`src/rtl/ssd_image_pkg.sv`:
```
// Shared defaults and FSM encoding for the image reader.
// States are plain localparams so older tools can still read the encoding.
package ssd_image_pkg;

  localparam int unsigned ADDR_W_DEF = 16;
  localparam int unsigned DATA_W_DEF = 8;

  typedef logic [1:0] state_t;

  localparam state_t StIdle  = 2'd0;
  localparam state_t StRun   = 2'd1;
  localparam state_t StDrain = 2'd2;
  localparam state_t StDone  = 2'd3;

  function automatic logic is_active(input state_t s);
    return (s == StRun) || (s == StDrain);
  endfunction

endpackage

```
`src/rtl/ssd_image_reader_fifo.sv`:
```
// Synchronous FIFO with occupancy count and fall-through read data.
// DEPTH must be a power of two so the pointers wrap naturally.
module ssd_image_reader_fifo #(
  parameter int unsigned DEPTH = 4,
  parameter int unsigned WIDTH = 8
) (
  input  logic                     clk,
  input  logic                     reset,
  input  logic                     push,
  input  logic [WIDTH-1:0]         wdata,
  input  logic                     pop,
  output logic [WIDTH-1:0]         rdata,
  output logic                     empty,
  output logic [$clog2(DEPTH):0]   count
);

  localparam int unsigned PtrW = (DEPTH > 1) ? $clog2(DEPTH) : 1;
  localparam int unsigned CntW = $clog2(DEPTH) + 1;

  logic [WIDTH-1:0] mem_q [DEPTH];
  logic [PtrW-1:0]  wptr_q, rptr_q;
  logic [CntW-1:0]  count_q;
  logic             full, do_push, do_pop;

  assign full    = (count_q == CntW'(DEPTH));
  assign empty   = (count_q == '0);
  assign do_push = push & ~full;
  assign do_pop  = pop & ~empty;
  assign rdata   = mem_q[rptr_q];
  assign count   = count_q;

  always_ff @(posedge clk or posedge reset) begin
    if (reset) begin
      wptr_q  <= '0;
      rptr_q  <= '0;
      count_q <= '0;
    end else begin
      if (do_push) wptr_q <= wptr_q + 1'b1;
      if (do_pop)  rptr_q <= rptr_q + 1'b1;
      case ({do_push, do_pop})
        2'b10:   count_q <= count_q + 1'b1;
        2'b01:   count_q <= count_q - 1'b1;
        default: count_q <= count_q;
      endcase
    end
  end

  // Storage needs no reset; only the pointers define validity.
  always_ff @(posedge clk) begin
    if (do_push) mem_q[wptr_q] <= wdata;
  end

endmodule

```
`src/rtl/ssd_image_reader.sv`:
```
// Avalon-MM read master that streams a byte range of the image RAM out as
// Avalon-ST, using FIFO credits so sink stalls never drop returning read data.
module ssd_image_reader
  import ssd_image_pkg::*;
#(
  parameter int unsigned ADDR_W       = ADDR_W_DEF,
  parameter int unsigned DATA_W       = DATA_W_DEF,
  parameter int unsigned READ_LATENCY = 1,
  parameter int unsigned FIFO_DEPTH   = 4
) (
  input  logic              clk,
  input  logic              reset,
  input  logic              start,
  input  logic [ADDR_W-1:0] base_addr,
  input  logic [ADDR_W:0]   length,
  output logic              busy,
  output logic              done,
  output logic [ADDR_W-1:0] m_address,
  output logic              m_chipselect,
  output logic              m_read,
  output logic              m_clken,
  input  logic [DATA_W-1:0] m_readdata,
  output logic [DATA_W-1:0] st_data,
  output logic              st_valid,
  input  logic              st_ready,
  output logic              st_sop,
  output logic              st_eop
);

  localparam int unsigned CntW = $clog2(FIFO_DEPTH) + 1;

  state_t                  state_q, state_d;
  logic [ADDR_W-1:0]       base_q, base_d;
  logic [ADDR_W:0]         length_q, length_d;
  logic [ADDR_W:0]         issued_q, issued_d;
  logic [ADDR_W:0]         popped_q, popped_d;
  logic [ADDR_W-1:0]       last_addr_q, last_addr_d;
  logic [READ_LATENCY-1:0] rd_pipe_q, rd_pipe_d;

  logic [CntW-1:0]   fifo_count;
  logic              fifo_empty;
  logic [31:0]       inflight;
  logic              issue, pop, last_pop, is_last_byte;
  logic [ADDR_W-1:0] rd_addr;

  assign rd_addr      = base_q + issued_q[ADDR_W-1:0];
  assign is_last_byte = (popped_q == length_q - 1'b1);
  assign pop          = st_valid & st_ready;
  assign last_pop     = pop & is_last_byte;

  // Credit check: queued bytes plus reads still in flight must fit the FIFO.
  always_comb begin
    inflight = '0;
    for (int i = 0; i < int'(READ_LATENCY); i++) begin
      inflight = inflight + 32'(rd_pipe_q[i]);
    end
    issue = (state_q == StRun) && (issued_q != length_q) &&
            ((32'(fifo_count) + inflight) < FIFO_DEPTH);
  end

  always_comb begin
    rd_pipe_d[0] = issue;
    for (int i = 1; i < int'(READ_LATENCY); i++) begin
      rd_pipe_d[i] = rd_pipe_q[i-1];
    end
  end

  always_comb begin
    state_d     = state_q;
    base_d      = base_q;
    length_d    = length_q;
    issued_d    = issued_q;
    popped_d    = popped_q;
    last_addr_d = last_addr_q;
    case (state_q)
      StIdle: begin
        if (start) begin
          base_d   = base_addr;
          length_d = length;
          issued_d = '0;
          popped_d = '0;
          state_d  = (length == '0) ? StDone : StRun;
        end
      end
      StRun:   if (issued_q == length_q) state_d = StDrain;
      StDrain: if (last_pop) state_d = StDone;
      StDone:  state_d = StIdle;
      default: state_d = StIdle;
    endcase
    if (issue) begin
      issued_d    = issued_q + 1'b1;
      last_addr_d = rd_addr;
    end
    if (pop) popped_d = popped_q + 1'b1;
  end

  always_ff @(posedge clk or posedge reset) begin
    if (reset) begin
      state_q     <= StIdle;
      base_q      <= '0;
      length_q    <= '0;
      issued_q    <= '0;
      popped_q    <= '0;
      last_addr_q <= '0;
      rd_pipe_q   <= '0;
    end else begin
      state_q     <= state_d;
      base_q      <= base_d;
      length_q    <= length_d;
      issued_q    <= issued_d;
      popped_q    <= popped_d;
      last_addr_q <= last_addr_d;
      rd_pipe_q   <= rd_pipe_d;
    end
  end

  ssd_image_reader_fifo #(
    .DEPTH (FIFO_DEPTH),
    .WIDTH (DATA_W)
  ) u_fifo (
    .clk   (clk),
    .reset (reset),
    .push  (rd_pipe_q[READ_LATENCY-1]),
    .wdata (m_readdata),
    .pop   (pop),
    .rdata (st_data),
    .empty (fifo_empty),
    .count (fifo_count)
  );

  assign m_read       = issue;
  assign m_chipselect = issue;
  assign m_address    = issue ? rd_addr : last_addr_q;
  assign m_clken      = 1'b1;
  assign st_valid     = ~fifo_empty;
  assign st_sop       = st_valid && (popped_q == '0);
  assign st_eop       = st_valid && is_last_byte;
  assign busy         = is_active(state_q);
  assign done         = (state_q == StDone);

endmodule

```
`config.mk`:
```
export PLATFORM = sky130hd
export DESIGN_NAME = ssd_image_reader
export DESIGN_NICKNAME = d
export VERILOG_FILES = /design/src/rtl/ssd_image_pkg.sv /design/src/rtl/ssd_image_reader_fifo.sv /design/src/rtl/ssd_image_reader.sv
export SDC_FILE = /design/constraint.sdc
export NUM_CORES = 1
export LEC_CHECK = 0
export CAP_MARGIN = 25
export CELL_PAD_IN_SITES_DETAIL_PLACEMENT = 1
export CELL_PAD_IN_SITES_GLOBAL_PLACEMENT = 2
export CORE_MARGIN = 2
export CORE_UTILIZATION = 42
export CTS_CLUSTER_SIZE = 28
export DETAILED_ROUTE_END_ITERATION = 10
export DONT_BUFFER_PORTS = 1
export PLACE_DENSITY = 0.89
export SYNTH_ARGS = -nofsm -noshare
export SYNTH_HDL_FRONTEND = slang
export SYNTH_SLANG_ARGS = --single-unit
```
`constraint.sdc`:
```
create_clock -name clk -period 3.8 [get_ports clk]
set_input_delay 0.38 -clock clk [delete_from_list [all_inputs] [get_ports clk]]
set_output_delay 0.38 -clock clk [all_outputs]
set_load 0.005 [all_outputs]
```
Word level (Yosys, flattened, before mapping)
Memories as Yosys holds them, arrays and structs flattened.
Cells that the tools add are included.
- add/subtract/negate cells: 9
- magnitude comparators: 1
- equality and inequality tests: 12
- mux-type cells: 13
- bitwise logic cells: 6
- reduce and logical (&&, ||, !) cells: 18
- operators with widths (cell ; count):
    2-to-1 mux 17 bit ; 4
    adder 17 x 1 -> 17 bit, second input constant ; 2
    == test 17 bit ; 2
    zero test 17 bit ; 2
    inequality test 17 bit ; 1
    subtractor 17 x 1 -> 17 bit, second input constant ; 1
    adder 16 bit ; 1
    2-to-1 mux 16 bit ; 1
    nonzero test 2 bit ; 5
    2-to-1 mux 2 bit ; 4
    one-hot mux 2 bit (4 select lines) ; 1
    == test 2 bit, second input constant ; 3
    inequality test 2 bit, second input constant ; 3
    one-hot mux 3 bit (2 select lines) ; 1
    AND reduction 2 bit ; 3
    adder 2 x 1 -> 2 bit, second input constant ; 2
    adder 3 x 1 -> 4 bit ; 1
    bitwise AND 1 bit ; 4
    == test 2 x 1 -> 1 bit, second input constant ; 2
    logical AND 1 bit ; 4
    less-than comparator 4 x 3 -> 1 bit, second input constant ; 1
    adder 3 x 1 -> 3 bit, second input constant ; 1
    == test 3 bit, second input constant ; 1
    zero test 3 bit ; 1
    6 further kinds ; 8
- flip-flop bits (word level): 93
- RAM bits: 32
- input bits: 45
- output and inout bits: 32
- word-level logic and storage cells: 70
- memories: 1
- memories (memory ; words ; width ; read ports ; clocked after memory_dff ; wr ports ; line ; text):
    u_fifo.mem_q ; 4 ; 8 ; 1 ; 0 ; 1 ; ssd_image_reader_fifo.sv:20 ; logic [WIDTH-1:0] mem_q [DEPTH];

Logic depth before layout (Yosys ltp)
- word-level depth: 6
- mapped depth: 10
- depth with buffers taken out: 10

By module
From an unflattened synthesis, not the netlist that was laid out.
- cells, all modules: 644
- area, all modules: 6881.6 um^2
- modules (own cells, without submodules) (module ; times used ; cells an instance ; area an instance (um^2) ; sequential area each (um^2)):
    ssd_image_reader ; 1 ; 564 ; 5287.6 ; 2152.1
    ssd_image_reader_fifo ; 1 ; 80 ; 1594.0 ; 1136.1

Least setup slack after synthesis
No wires, ideal clock.
- path type: register to output
- start: register issued_q[0]
- end: output port m_address[14]
- arrival time: 2.264 ns
- required time: 3.420 ns
- slack: 1.156 ns
- stages on the path, launching flop included: 11
- buffers on the path: 0
- path through: dfrtp_1 ha_1 inv_1 fa_1 nor2b_1 o31a_1 o31ai_2 a211oi_1 o211a_1 o21a_1 o31ai_1
- word-level cells in the longest chain between the ends: 4
- elaborated cells on any way between the ends: 5
- classes of those cells: add/sub: 1; eq/ne: 1; mux: 1; reduce/logical: 2
- RTL lines (element ; line ; text):
    from (decl) ; ssd_image_reader.sv:35 ; logic [ADDR_W:0] issued_q, issued_d;
    from (signal assigned) ; ssd_image_reader.sv:110 ; issued_q <= issued_d;
    parallel branches: the longest is 3 deep, another holds adder 16 bit ; - ;
    2-to-1 mux 16 bit * ; - ;
    to (decl) ; ssd_image_reader.sv:18 ; output logic [ADDR_W-1:0] m_address,
Every way passes the cells marked *.

Worst setup path in the final report
Same ends and word-level chain as after synthesis.

==> reports/metrics.csv <==
stage;metric;value;unit
outcome;outcome;finished, final reports clean;
cells_and_area;FF/Latch Area;0.00329;mm2
global_route;largest net degree at the start of global routing;39;
drt;Residual DRC;0;
worst_setup_path;Worst Path Required;3.42;ns
power_and_ir_drop;peak supply drop;306;uV
min_path;Hold WC Path Type;in2reg;
sta;Max transition margin;55.3;%
sta;final setup violation count;0;
synth;Synth Warn #;0;
global_route;antenna violations before repair;0;
synth;Post-Syn Area;0.00699;mm2
clocking;root buffer cell;clkbuf_16;
drt;Total Wirelength;17100;um
floorplan;Core ar.;0.0164;mm2
sta;final hold vios;0;
floorplan;die area;0.0177;mm2
drt;drt first pass iters;4;
global_route;vias in the first global route;5454;
clocking;# clock sinks;125;
synth;Avg Cell Area, Syn;10.7;um2
clocking;Reg clk slew, reported paths;0.06;ns
sta;Final Slew Violations;0;
worst_setup_path;CP Data Arrival Time;3.06;ns
flow_run;Max Cap Violations;0;
synth;register area share after synthesis;47.0;%
worst_setup_path;Startpoint Class;flop;
drt;Antenna Nets Post-Route;0;
synth;register bit total from synthesis;125;
global_route;first-pass GRT wire length;28600;um
worst_setup_path;reg2reg start;length_q[2];
worst_setup_path;Crit Reg-Reg Endpoint;issued_q[13];
worst_setup_path;R2R cell count;8;
clocking;Post-CTS Resized;0;
synth;Synth Net Count;728;
drt;WL/cell;19.5;um
global_route;Total GRT Usage;20.7;%
cells_and_area;Ant. Diodes;0;
placement;Detailed Place HPWL;12700;um
synth;Post-synth EDFFs;32;
sta;Fin Setup TNS;0;ns
global_route;met2 Resource Use GR;35.7;%
drt;Starting DRT DRC Count;321;
sta;RSZ-0062 raised after global routing;no;
worst_setup_path;flop2flop setup slack;0.94;ns
clocking;H-tree level count;4;
min_path;hold_sp;m_readdata[3];
worst_setup_path;CP Capture Type;output port;
global_route;grt met1 use;24.2;%
sta;shortest period the worst path allows;3.44;ns
worst_setup_path;WS Path Type;reg2out;
synth;Mapped Cells;653;
sta;final worst-path cycle share;90.6;%
clocking;number of CTS-inserted buffers;17;
cells_and_area;layout cell share with drive strength beyond 1;15.2;%
clocking;Clk Latency, worst-skew pair;0.42;ns
clocking;Post-CTS Setup Bufs;0;
floorplan;Die X;133;um
global_route;total global routing overflow;0;
sta;Tightest Pin Transition;0.667;ns
cells_and_area;fillers;1760;
power_and_ir_drop;Leak;3.30;nW
worst_setup_path;Max FO, Critical Path;7;
synth;ys async rst share;74.4;%
sta;Clock Skews;0.00831;ns
floorplan;height of the die;133;um
synth;Cell variety after synth;66;
floorplan;IO Pins;77;
floorplan;Rows;47;
min_path;Hold Crit Endpoint;u_fifo.mem_q[3][3];
sta;max frequency;0.290;GHz
min_path;WHS Path Cells;0;
cells_and_area;Post-Route Utilization;47.4;%
placement;port buffer count;0;
drt;total number of vias;4977;
floorplan;Starting Density;42.6;%
cells_and_area;area grow syn2layout;11.2;%
synth;Synth Flop Type;dfrtp_1;
power_and_ir_drop;Pwr Density;458;mW/mm2
drt;vias per inst;5.68;
clocking;maximum clock insertion buffer count;2;
placement;GP Congestion;0.829;
clocking;Hold-fix buffers, CTS;1;
global_route;GRT met3 Usage;5.86;%
clocking;CTS tree;done;
global_route;Top Usage Layer GRT;met2;
cells_and_area;Final nets;718;
cells_and_area;Multi-input gate area;0.00342;mm2
## how the worst max path moves through the flow
stage,endpoint,depth (start not counted),slack (ns),from
6_report,m_address[14],10,0.36,issued_q[0]
5_1_grt,m_address[14],10,0.18,issued_q[0]
4_1_cts,m_address[14],10,0.30,issued_q[0]
3_5_place_dp,m_address[14],10,0.77,issued_q[0]
3_3_place_gp,m_address[14],10,0.82,issued_q[0]
2_1_floorplan,base_q[0],1,1.0,reset
## power by group
part           internal, mW  switching, mW  leakage [nW]  total [mW]
registers              1.43          0.114          1.48        1.54
logic                 0.166          0.181          1.53       0.347
clock network          1.04          0.636         0.287        1.68
total                  2.63          0.932          3.30        3.56
## worst max-delay path: stages (launching register included)
cell,delay [ns]
dfrtp_1,0.46
ha_1,0.24
inv_1,0.07
fa_1,0.20
nor2b_1,0.07
o31a_1,0.28
o31ai_2,0.37
a211oi_1,0.14
o211a_1,0.27
o21a_1,0.17
o31ai_1,0.36
## area by class of cell
cell class / instances / area share (%)
Inverter: 32 / 1.56
Clock inverter: 15 / 2.40
Multi-Input combinational cell: 460 / 44.0
Sequential cell: 125 / 42.3
Clock buffer: 17 / 5.47
Tap cell: 220 / 3.54
Timing Repair Buffer: 7 / 0.708
## synth_stat cells, types with 3 or more instances
| cell type | number | share of area [%] |
|---|---|---|
| dfrtp_1 | 93 | 33 |
| nand2_1 | 53 | 2.8 |
| nand3_1 | 36 | 2.6 |
| mux2_2 | 34 | 5.5 |
| xnor2_1 | 34 | 4.3 |
| edfxtp_1 | 32 | 14 |
| o21ai_0 | 32 | 2.3 |
| inv_1 | 30 | 1.6 |
| xor2_1 | 30 | 3.8 |
| ha_1 | 28 | 5.0 |
| nor2_1 | 25 | 1.3 |
| o21ai_1 | 20 | 1.4 |
| clkbuf_1 | 19 | 1.0 |
| a21oi_1 | 17 | 1.2 |
| o31ai_1 | 13 | 1.4 |
| nand4_1 | 12 | 1.1 |
| nor4_1 | 12 | 1.1 |
| buf_2 | 10 | 0.72 |
| nor3_1 | 9 | 0.64 |
| o211ai_1 | 9 | 0.97 |
| mux4_2 | 8 | 2.6 |
| and2_1 | 7 | 0.63 |
| and3_1 | 7 | 0.63 |
| or3_1 | 6 | 0.54 |
| a31oi_1 | 5 | 0.45 |
| buf_4 | 5 | 0.54 |
| nor2b_1 | 4 | 0.36 |
| o21a_1 | 4 | 0.43 |
| or2_2 | 4 | 0.36 |
| a211oi_1 | 3 | 0.32 |
| a21o_1 | 3 | 0.32 |
| nor3_2 | 3 | 0.43 |
| nor4b_1 | 3 | 0.38 |
| o31a_1 | 3 | 0.38 |
## flip-flops by register name, indices dropped and copies added (netlist names)
signal         flops
u_fifo.mem_q      32
issued_q          17
length_q          17
popped_q          17
base_q            16
last_addr_q       16
u_fifo.count       3
state_q            2
u_fifo.rptr_q      2
u_fifo.wptr_q      2
rd_pipe_q          1
## cell usage in the layout (no fill, tap or decap), types with 3 or more instances in the layout
cell type	Yosys	layout
nor2_1	25	25
o21a_1	4	4
o21ai_0	32	32
a211oi_1	3	3
xnor2_1	34	34
inv_1	30	29
clkinvlp_4	0	4
nor4b_1	3	3
nor3_2	3	3
mux4_2	8	8
mux2_2	34	34
or3_1	6	6
and2_1	7	7
nor3_1	9	9
and3_1	7	7
a21o_1	3	3
inv_6	0	5
a31oi_1	5	5
xor2_1	30	30
o211ai_1	9	9
or2_2	4	4
o31a_1	3	3
nor2b_1	4	4
buf_4	5	6
o21ai_1	20	20
nand2_1	53	52
bufinv_16	0	3
nand3_1	36	36
edfxtp_1	32	32
clkbuf_16	0	17
nor4_1	12	12
dfrtp_1	93	93
ha_1	28	28
o31ai_1	13	13
a21oi_1	17	17
nand4_1	12	12
## logic make-up (layout without fill, tap and decap cells)
kind of cell               after synthesis  after routing  share of synthesized area (%)
and+or+nand+nor                        196            196                           15.1
xor gates and xnor gates                64             64                           8.02
buffers and inverters                   68             71                           4.21
adders and majority gates               30             30                           5.58
AOI/OAI and AO/OA                      125            125                           11.7
muxes                                   44             44                           8.34
other                                    1              1                         0.0536
DFF                                    125            125                           47.0
## metrics by stage
step	hold slack [ns]	setup slack, ns	std cells	total power, mW	area, um2
2_1_floorplan	0.455	1.00	653	1.81	6990
3_3_place_gp	0.268	0.825	843	1.88	7150
3_5_place_dp	0.266	0.770	843	1.90	7150
4_1_cts	0.0295	0.298	876	3.60	7770
5_1_grt	0.0310	0.179	876	3.70	7770
6_report	0.0496	0.357	876	3.56	7770
## per-layer routing
layer	up-vias	routed length, um
li1	2338	-
met1	2497	7000
met2	103	8770
met3	39	835
met4	0	489
met5	-	0
Note: power is estimated with default switching activity, not from simulation.
